## src/rtl/decoder_pkg.sv

```systemverilog
// Shared helpers for the one-hot address decoder.
package decoder_pkg;

    // True when n is a power of two, i.e. every index of a $clog2(n)-bit address is in range.
    function automatic bit is_pow2(input int unsigned n);
        return (n != 0) && ((n & (n - 1)) == 0);
    endfunction

endpackage

```

## src/rtl/decoder_core.sv

```systemverilog
// Combinational binary-to-one-hot decode with enable and out-of-range detection.
module decoder_core
    import decoder_pkg::*;
#(
    parameter  int unsigned NUM_WIRE = 5,
    localparam int unsigned AW       = $clog2(NUM_WIRE)
) (
    input  logic [AW-1:0]       a_i,
    input  logic                a_valid_i,
    output logic [NUM_WIRE-1:0] d_o,
    output logic                oor_o
);

    always_comb begin
        d_o = '0;
        for (int unsigned k = 0; k < NUM_WIRE; k++) begin
            d_o[k] = a_valid_i && (a_i == AW'(k));
        end
    end

    // Out-of-range indices exist only when NUM_WIRE leaves unused codes in the address space.
    if (is_pow2(NUM_WIRE)) begin : g_pow2
        assign oor_o = 1'b0;
    end else begin : g_npow2
        assign oor_o = a_valid_i && (a_i > AW'(NUM_WIRE - 1));
    end

endmodule

```

## src/rtl/decoder.sv

```systemverilog
// One-hot address decoder: combinational result plus a registered copy for clocked consumers.
module decoder
    import decoder_pkg::*;
#(
    parameter  int unsigned NUM_WIRE = 5,
    localparam int unsigned AW       = $clog2(NUM_WIRE)
) (
    input  logic                clk_i,
    input  logic                rst_ni,
    input  logic [AW-1:0]       a_i,
    input  logic                a_valid_i,
    output logic [NUM_WIRE-1:0] d_o,
    output logic [NUM_WIRE-1:0] d_q_o,
    output logic                oor_o
);

    logic [NUM_WIRE-1:0] dec;
    logic [NUM_WIRE-1:0] dec_q;

    decoder_core #(
        .NUM_WIRE (NUM_WIRE)
    ) u_core (
        .a_i       (a_i),
        .a_valid_i (a_valid_i),
        .d_o       (dec),
        .oor_o     (oor_o)
    );

    always_ff @(posedge clk_i or negedge rst_ni) begin
        if (!rst_ni) begin
            dec_q <= '0;
        end else begin
            dec_q <= dec;
        end
    end

    assign d_o   = dec;
    assign d_q_o = dec_q;

endmodule

```

## config.mk

```make
export PLATFORM = sky130hd
export DESIGN_NAME = decoder
export DESIGN_NICKNAME = d
export VERILOG_FILES = /design/src/rtl/decoder_pkg.sv /design/src/rtl/decoder_core.sv /design/src/rtl/decoder.sv
export SDC_FILE = /design/constraint.sdc
export NUM_CORES = 1
export LEC_CHECK = 0
export ABC_AREA = 1
export BUFFER_PORTS_ARGS = -buffer_cell sky130_fd_sc_hd__buf_4
export CORE_AREA = 2 2 39 41
export CTS_CLUSTER_SIZE = 10
export DETAILED_ROUTE_END_ITERATION = 7
export DIE_AREA = 0 0 41 43
export MAX_ROUTING_LAYER = met4
export PLACE_DENSITY = 0.37
export SETUP_SLACK_MARGIN = 0.3
export SLEW_MARGIN = 20
export SYNTH_ARGS = -nofsm -noshare
export SYNTH_HDL_FRONTEND = slang
export SYNTH_HIERARCHICAL = 1
export SYNTH_SLANG_ARGS = --single-unit
```

## constraint.sdc

```tcl
create_clock -name clk_i -period 0.8 [get_ports clk_i]
set_input_delay 0.2 -clock clk_i [delete_from_list [all_inputs] [get_ports clk_i]]
set_output_delay 0.2 -clock clk_i [all_outputs]
set_load 0.01 [all_outputs]
```

# Word-level counts from Yosys, hierarchy flattened
# Cells that the tools add are included.
[word_totals] elab_cells=13 in_bits=6 output_inout_bits=11 register_bits=5
[op_classes] n_lt_le_gt_ge=1 n_reduce_logical=7 eq_ne=4
[op_table] operator="$eq 3x2->1 const B" count=2
[op_table] operator="$logic_and 1x1->1" count=6
[op_table] operator="$eq 3x1->1 const B" count=1
[op_table] operator="$eq 3x3->1 const B" count=1
[op_table] operator="$gt 3x3->1 const B" count=1
[op_table] operator="$logic_not 3->1" count=1

# Logic depth before layout (Yosys ltp)
[logic_depth] depth_word=2 ltp_mapped=3 depth_no_buf=3

# Hierarchy
# The synthesis kept the hierarchy.
[modules_own_cells] mod="decoder" cells_each=5 seq_area_each_um2=125.1 instances=1 area_each_um2=125.1
[modules_own_cells] mod="decoder_core" cells_each=16 seq_area_each_um2=0.0 instances=1 area_each_um2=60.1

# Worst setup path after synthesis
# OpenSTA, ideal clock, no wires.
[synth_timing] kind="input-to-output" startpoint="input port a_i[2]" endpoint="output port d_o[0]" path_buffers=0 required_ns=0.600 t_arrival_ns=0.520 slack_ns=0.080 cell_stages=3 path_cell_list="inv_1 > nand2_1 > nor2_1"
[synth_between] elab_chain_len=2
[synth_rtl] item="start, declared" line="decoder.sv:10" text="input logic [AW-1:0] a_i,"
[synth_rtl] item="$logic_not 3->1" line="decoder_core.sv:17" text="d_o[k] = a_valid_i && (a_i == AW'(k));"
[synth_rtl] item="$logic_and 1x1->1" line="decoder_core.sv:17"
[synth_rtl] item="end, declared" line="decoder.sv:12" text="output logic [NUM_WIRE-1:0] d_o,"
# Every way passes these cells.

# Final worst setup path
[layout_timing] startpoint="register dec_q[4] (netlist: d_q_o[4])" endpoint="output port d_q_o[4]"
[layout_lines] item="start, declared" line="decoder.sv:18" text="logic [NUM_WIRE-1:0] dec_q;"
[layout_lines] item="start signal, assigned" line="decoder.sv:31" text="dec_q <= '0;"
[layout_lines] item="start signal, assigned" line="decoder.sv:33" text="dec_q <= dec;"
[layout_lines] item="end, declared" line="decoder.sv:13" text="output logic [NUM_WIRE-1:0] d_q_o,"
# No word-level cell between the ends.

==> summary.txt <==
Final global-route overflow total = 0
Via/cell ratio = 3.73
Sequential share of power = 0.353
Clock transition at path regs = 0.04 ns
Total GRT Usage = 0.0897
Row count = 14
DRC = 0
Post-Synthesis Cells = 21
Post-synthesis register bit count = 5
Critical path type = reg -> out
Clock Sink Count = 5
Max-Cap Viols = 0
Max reg flops = 5
WL/cell = 9.18 µm
Internal = 553 µW
Worst Tran Pin Value = 0.0987 ns
IO Count = 17
Die Y = 43 µm
Root buffer selected by CTS = clkbuf_4
Critical path's largest stage delay = 0.37 ns
Die W = 41 µm
Detail Route Antenna Nets = 0
CTS buffer count = 3
Synth area leaders = dfrtp_1 (68%), nor2_1 (14%), nand2_1 (12%)
Fin crit share = 1.16
Core Area = 1380 µm²
Routed vias = 224
Sequential element share of the synthesized area = 0.676
H-tree Lvls = 1
Hold WS = 0.232 ns
Number of global-route vias before repair = 233
Worst hold start = a_i[1]
Final net count = 51
Design Power = 747 µW
First-pass GRT wire length = 966 µm
Sw power = 193 µW
Clock group share of total power = 0.381
Unrepaired setup endpoints after global routing = yes
CP max stage cell = dfrtp_1
Area share of the largest cell type after synthesis = 0.676
GRT met2 Usage = 0.122
Critical path, cell by cell = buf_6
Syn Area/Cell = 8.82 µm²
Cell taking the most area after synthesis = dfrtp_1
PortBufs = 16
Final Slew Violations = 0
Leakage Power = 0.000265 µW
Failing checks = negative setup slack
Die Area = 1760 µm²
Min Tclk post-route = 0.929 ns
Starting DRC count in detailed routing = 0
Final WL = 551 µm
Drt pass-1 iters = 1
Start point of the critical path = d_q_o[4]
Combinational fraction of design power = 0.266
Final worst slack = -0.129 ns
Share of post-route cells with drive strength above 1 = 0.818
Critical path arrival = 0.73 ns
Crit path max-delay family = flip-flops
Status = finished with violations
Final hold violations = 0
YS warnings = 6
Antenna Diode Count = 0
Met3 Use GR = 0.0314
Largest net degree at the start of global routing = 6
Synth Cell Area = 185 µm²
Placed wire-length estimate = 487 µm
CTS tree = done
Net Sw Frac = 0.259
Grt peak-use layer = met2
Type of destination of the critical path = output port
Clock Tree Buf Depth = 2
Synthesized Nets = 27
Routability cong. = 0.568
Relative slew slack = 0.934
Global-route track usage on met1 = 0.0874
Hold crit path type = in -> reg
Maximum vdd drop = 0.000372 V
Power Dens Cells = 1260 nW/µm²
Critical path required time = 0.60 ns
Antenna violations before repair = 0
Max Fclk = 1.08 GHz
Crit path max fanout = 1
Worst Setup Start Kind = register
CP Buf/Inv Count = 1
Syn-to-layout area delta = 220%
# setup viols final = 10
Initial Utilization = 0.134
Yosys cell types = 4
[logic make-up after synthesis]
kind of cell | after synthesis | synth area share
simple gates | 13 | 0.264
flops | 5 | 0.676
buf+inv | 3 | 0.0608
[routing by layer]
metal	part of all wire	routed length (µm)
met5	0	0
met4	0.080	44
met3	0.13	71
met2	0.50	273
met1	0.29	161
[cell type report]
type	count	area, µm²
Multi-Input combinational cell	13	146
Timing Repair Buffer	19	228
Tap cell	16	20.0
Sequential cell	5	125
Fill cell	148	791
Clock buffer	4	26.3
Inverter	3	47.5
[power groups by stage]
stage	registers (µW)	clock network [µW]	logic, µW
after floorplan	269	0	73.1
after global placement	266	0	153
after detailed placement	266	0	155
after CTS	263	299	201
after global routing	263	324	214
final	263	284	199
[worst paths after layout]
| kind | endpoint | cells after the start | slack [ns] |
|---|---|---|---|
| max in group asynchronous | d_q_o[2] | 2 | 0.40 |
| min in group asynchronous | d_q_o[0] | 2 | 0.30 |
| setup / recovery | d_q_o[4] | 1 | -0.13 |
| hold / removal | d_q_o[0] | 4 | 0.23 |
[placed cells by master (no fill, tap or decap)]
cell	netlist	layout
inv_16	0	1
buf_12	0	3
nor2_4	0	7
nand2_2	0	2
nand2_1	6	1
inv_8	0	1
buf_6	0	12
dlygate4sd3_1	0	1
inv_12	0	1
dfrtp_1	5	5
buf_4	0	3
clkbuf_4	0	3
nand2_4	0	1
clkbuf_1	0	1
nand2_8	0	2
[cell usage after synthesis]
master,count
nor2_1,7
inv_1,3
dfrtp_1,5
nand2_1,6
[metrics by stage]
step	area (µm²)	instances	TNS, ns	util	setup slack (ns)
finish	593	60	-0.804	0.429	-0.129
global route	593	60	-1.13	0.429	-0.167
CTS	586	59	-0.904	0.423	-0.145
detailed placement	450	53	-0.614	0.325	-0.118
global placement	450	53	-0.587	0.325	-0.113
floorplan	310	21	0	-	0.188
[what timing repair did]
action | 4_1_cts | 5_1_grt
endpoints found under the hold margin | 5 | 0
hold buffers | 1 | 0
setup buffers | 1 | 1
cloned | 0 | 0
pin swaps | 4 | 2
endpoints found under the setup margin | 11 | 11
gates resized for setup | 22 | 0
(Power assumes the default switching activity.)
